===== config.mk =====
export PLATFORM = sky130hd
export DESIGN_NAME = div_ctrl
export DESIGN_NICKNAME = d
export VERILOG_FILES = /design/src/rtl/div_ctrl.sv
export SDC_FILE = /design/constraint.sdc
export NUM_CORES = 1
export LEC_CHECK = 0
export CAP_MARGIN = 10
export CORE_MARGIN = 2
export CORE_UTILIZATION = 47
export DETAILED_ROUTE_END_ITERATION = 6
export GPL_ROUTABILITY_DRIVEN = 0
export PLACE_DENSITY = 0.88
export SLEW_MARGIN = 20
export SYNTH_ARGS = -nofsm -noshare
export SYNTH_HDL_FRONTEND = slang
export SYNTH_SLANG_ARGS = --single-unit

===== constraint.sdc =====
create_clock -name clk -period 3.3 [get_ports clk]
set_clock_uncertainty 0.2 [all_clocks]
set_input_delay 0.66 -clock clk [delete_from_list [all_inputs] [get_ports clk]]
set_output_delay 0.66 -clock clk [all_outputs]
set_load 0.005 [all_outputs]

===== src/rtl/div_ctrl.sv =====
// rtl/div_ctrl.sv - sequencing wrapper around an external combinational 32-bit divider
module div_ctrl #(
  parameter int LATENCY = 2
) (
  input  logic        clk,
  input  logic        clr,
  input  logic        start,
  input  logic        is_signed,
  input  logic [31:0] a,
  input  logic [31:0] b,
  output logic [31:0] div_dividend,
  output logic [31:0] div_divisor,
  input  logic [31:0] div_q,
  input  logic [31:0] div_r,
  output logic        busy,
  output logic        done,
  output logic        div_by_zero,
  output logic [31:0] hi,
  output logic [31:0] lo
);

  typedef enum logic [1:0] {
    ST_IDLE = 2'd0,
    ST_WAIT = 2'd1,
    ST_FIX  = 2'd2,
    ST_DONE = 2'd3
  } state_t;

  // counter reload so that WAIT spans exactly LATENCY cycles (count LATENCY-1 down to 0)
  localparam logic [3:0] CNT_LOAD = 4'(LATENCY - 1);

  state_t      r_state;
  state_t      w_next;
  logic [3:0]  r_cnt;
  logic        r_sign_a;
  logic        r_sign_b;
  logic [31:0] r_dividend;
  logic [31:0] r_divisor;
  logic [31:0] r_hi;
  logic [31:0] r_lo;
  logic        r_dbz;

  logic        w_sign_a;
  logic        w_sign_b;
  logic [31:0] w_mag_a;
  logic [31:0] w_mag_b;
  logic        w_b_zero;
  logic        w_busy;
  logic        w_done;

  // operand signs only matter for signed divides; magnitudes feed the unsigned divider
  assign w_sign_a = is_signed & a[31];
  assign w_sign_b = is_signed & b[31];
  assign w_mag_a  = w_sign_a ? (32'd0 - a) : a;
  assign w_mag_b  = w_sign_b ? (32'd0 - b) : b;
  assign w_b_zero = (b == 32'd0);

  // next-state and status outputs; a zero divisor skips the divider entirely
  always_comb begin
    w_next = r_state;
    w_busy = 1'b1;
    w_done = 1'b0;
    case (r_state)
      ST_IDLE: begin
        w_busy = 1'b0;
        if (start) begin
          w_next = w_b_zero ? ST_DONE : ST_WAIT;
        end
      end
      ST_WAIT: begin
        if (r_cnt == 4'd0) begin
          w_next = ST_FIX;
        end
      end
      ST_FIX: begin
        w_next = ST_DONE;
      end
      ST_DONE: begin
        w_done = 1'b1;
        w_next = ST_IDLE;
      end
      default: begin
        w_next = ST_IDLE;
      end
    endcase
  end

  // state register; clr wins over everything, including a start on the same edge
  always_ff @(posedge clk) begin
    if (clr) begin
      r_state <= ST_IDLE;
    end else begin
      r_state <= w_next;
    end
  end

  // operand capture, settle counter and result registers; results only change at update points
  always_ff @(posedge clk) begin
    if (clr) begin
      r_cnt      <= 4'd0;
      r_sign_a   <= 1'b0;
      r_sign_b   <= 1'b0;
      r_dividend <= 32'd0;
      r_divisor  <= 32'd0;
      r_hi       <= 32'd0;
      r_lo       <= 32'd0;
      r_dbz      <= 1'b0;
    end else begin
      case (r_state)
        ST_IDLE: begin
          if (start) begin
            if (w_b_zero) begin
              r_hi  <= a;
              r_lo  <= 32'hFFFF_FFFF;
              r_dbz <= 1'b1;
            end else begin
              r_sign_a   <= w_sign_a;
              r_sign_b   <= w_sign_b;
              r_dividend <= w_mag_a;
              r_divisor  <= w_mag_b;
              r_dbz      <= 1'b0;
              r_cnt      <= CNT_LOAD;
            end
          end
        end
        ST_WAIT: begin
          if (r_cnt != 4'd0) begin
            r_cnt <= r_cnt - 4'd1;
          end
        end
        ST_FIX: begin
          // quotient sign follows sign mismatch, remainder sign follows the dividend
          r_lo <= (r_sign_a ^ r_sign_b) ? (32'd0 - div_q) : div_q;
          r_hi <= r_sign_a ? (32'd0 - div_r) : div_r;
        end
        default: begin
        end
      endcase
    end
  end

  assign div_dividend = r_dividend;
  assign div_divisor  = r_divisor;
  assign busy         = w_busy;
  assign done         = w_done;
  assign div_by_zero  = r_dbz;
  assign hi           = r_hi;
  assign lo           = r_lo;

endmodule


==> results.md <==
* Status: completed
* Synthesized area at ~0.008 sq mm
* Initial antenna violation count at 0
* First-pass GRT wire length at between 40000 and 50000 um
* Hpwl dp at approximately 20000 um
* Period utilisation layout at 0.9748
* Synth top area share at 0.3466
* # diodes at 0
* Worst Max-Slew Pin Slew at approximately 0.96 ns
* Ys async rst share at 0
* H-tree levels at 4
* Hold Violations, Final at 0
* Mapped Nets at around 1.1k
* Die ar. at between 0.015 and 0.02 sq mm
* Most frequent cell after synthesis: nor2_1
* Root Driver: clkbuf_16
* Complex-gate fraction of the synthesized area at 0.2563
* Maximum VDD drop at 0.4161 mV
* Cell row count at 47
* Top Ports at roughly 260
* Cell Count, Final, Fillers Out at 1529
* Clock Pin Slew Worst Setup and Hold Paths at 0.06 ns
* DR pass1 iterations at 5
* Final Setup Violations at 0
* Inserted Clock Buffers at 17
* Layout area overhead at 53.29%
* Avg Inst Size Synth at roughly 8 sq um
* Power Total at approximately 7.6 mW
* Tmin final at 3.217 ns
* Skew-Pair Late Insertion Delay at 0.42 ns
* Synth Instances at around 1000
* CP required at around 3.4 ns
* Mux contribution to synthesized area at 0.003795
* Main combinational cell family by area after synthesis: compound AO/OA/AOI/OAI gates
* WS Path Type: input pin to register
* Average wire per standard cell at about 18 um
* RSZ-0062 raised after global routing: yes
* Hold_buf cts at 0
* PortBufs at 262
* YS warnings at 0
* Total of max-cap violations at 0
* Seq/Total Area, Yosys at 0.3466
* Post-Route WL at 27430 um
* Vias per inst at approximately 5.8
* Count of cell types in the netlist at 54
* Maximum number of pins on one net before global-route repair at just under 80
* Post-DRT Antenna Nets at 0
* Die X at around 130 um
* Pwr dens at ~630 mW/mm^2
* CP Max Fanout at 9
* Leak Pwr at between 4 and 5 nW
* Via count at approximately 8.9k
* Slew Viols, Final at 0
* Post-Synth Adder-Cell Area at 0.01739
* Post-Synth Simple-Gate Area at 0.1962
* Clk sinks at 137
* WHS at 0.2509 ns
* Crit end category: register
* Primary FF master, synth: dfxtp_1
* Leading area contributor after synthesis: dfxtp_1
* Number of synthesized flops with an enable pin at 0
* # DRC at 0
* Relative max-transition margin at 0.3577
* Initial DRC Count at between 800 and 900
* Vias in the first global route at 8278
* HP Class: register to register
* Synth top area cells: dfxtp_1 (35%), xor2_1 (8.9%), a211oi_1 (7.5%)
* Global-route usage over all layers at 0.2991
* FMAX at roughly 310 MHz
* Place WS at -0.3669 ns
* Maximum root-to-sink buffer count at 2
* Fillers at 1171
* CP Launch Type: input pin
* WP data arrival at approximately 3.4 ns
* TritonCTS clock tree: built
* Die Ht at around 130 um
* Synth cell count leaders: nor2_1 (145), dfxtp_1 (137), xor2_1 (80), a211oi_1 (79), nand2_1 (71)
* Synth Register Bits at around 140
* Core ar. at 0.01652 sq mm
* Fraction of layout cells with a size suffix above 1 at 0.1329
* Number of nets in the layout at 1439
* Synth Area in XOR/XNOR at 0.1306
* Cell total after placement at around 1.5k
* Worst setup margin at about 0.083 ns
* GRT overflow at 0
* Initial core utilization at 0.4788
## cell type report
| type | count | area [sq um] | area share |
|---|---|---|---|
| multi-input cells | 745 | 4856 | 0.4004 |
| clock buffers | 22 | 494.2 | 0.04075 |
| well taps | 220 | 275.3 | 0.02269 |
| clock inverters | 10 | 163.9 | 0.01351 |
| inverters | 19 | 71.32 | 0.005880 |
| flip-flops and latches | 137 | 2743 | 0.2261 |
| repair buffers | 376 | 3526 | 0.2907 |
## cells in the final DEF (no fill, tap or decap), types with 6 or more instances in the layout
| cell type | n |
|---|---|
| a311oi_1 | 16 |
| nor3_1 | 14 |
| a21oi_1 | 54 |
| or3_1 | 23 |
| nor2_1 | 144 |
| xnor2_1 | 38 |
| nor4_1 | 11 |
| clkdlybuf4s50_1 | 261 |
| a211o_1 | 15 |
| xor2_1 | 80 |
| or4_1 | 16 |
| o41ai_1 | 17 |
| o41ai_2 | 6 |
| a31oi_1 | 6 |
| inv_1 | 19 |
| o211ai_1 | 13 |
| nand2_1 | 71 |
| ha_1 | 10 |
| o21ai_0 | 29 |
| buf_4 | 111 |
| a211oi_1 | 79 |
| clkbuf_16 | 17 |
| dfxtp_1 | 137 |
| nand3_1 | 11 |
| o31ai_1 | 27 |
## through the flow
| step | util | area (sq um) | setup TNS (ns) |
|---|---|---|---|
| 6_report | 0.7340 | 12130 | 0 |
| 5_1_grt | 0.7340 | 12130 | -0.04452 |
| 4_1_cts | 0.7295 | 12050 | 0 |
| 3_5_place_dp | 0.6896 | 11400 | -24.70 |
| 3_3_place_gp | 0.6896 | 11400 | -18.49 |
| 2_1_floorplan | - | 7913 | 0 |
## worst max-delay path, stage by stage
cell	delay, ns
clkdlybuf4s50_1	0.42
or4_1	0.62
or4_4	0.66
o41ai_1	0.42
xor2_1	0.11
a211o_1	0.31
a21oi_1	0.16
## sequential cells by signal (all words and copies together) (netlist names)
name and cells:
r_cnt 4, div_dividend 32, r_state 2, hi 32, div_by_zero 1, r_sign_b 1, r_sign_a 1, lo 32
div_divisor 32
## final timing paths
path                 end  cells past startpoint  slack [ns]       start
setup / recovery  hi[31]                      7        0.08    div_r[8]
setup reg to reg   lo[4]                      8        0.81  r_state[0]
hold / removal    hi[15]                      2        0.25      hi[15]
hold reg to reg   hi[15]                      2        0.25      hi[15]
## timing repair
item	4_1_cts	5_1_grt
setup buffers	0	1
endpoints found under the setup margin	0	50
gates resized for setup	0	10
## per-layer routing
metal  part of all wire  track usage  up-vias  wire length [um]
li1                   -            -     4213                 -
met3              0.088      0.06925       85              2426
met5                  0            0        -                 0
met2               0.46       0.4772      451             12710
met4              0.036       0.1212        0               993
met1               0.41       0.3908     4115             11300
## where the power goes
part / total (mW) / switching, mW / leakage, nW / internal [mW]
combinational: 3.14 / 1.54 / 2.84 / 1.60
sequential: 2.35 / 0.261 / 1.12 / 2.09
clock: 2.10 / 0.736 / 0.311 / 1.37
total: 7.59 / 2.54 / 4.27 / 5.05
## cells by family (layout without fill, tap and decap cells)
group,Yosys count,in the layout
flops,137,137
simple gates,328,328
fa+ha+maj,11,11
mux,3,3
xor+xnor,118,118
buf+inv,91,427
compound gates,285,285
No activity file was read; power rests on OpenSTA's default activity.
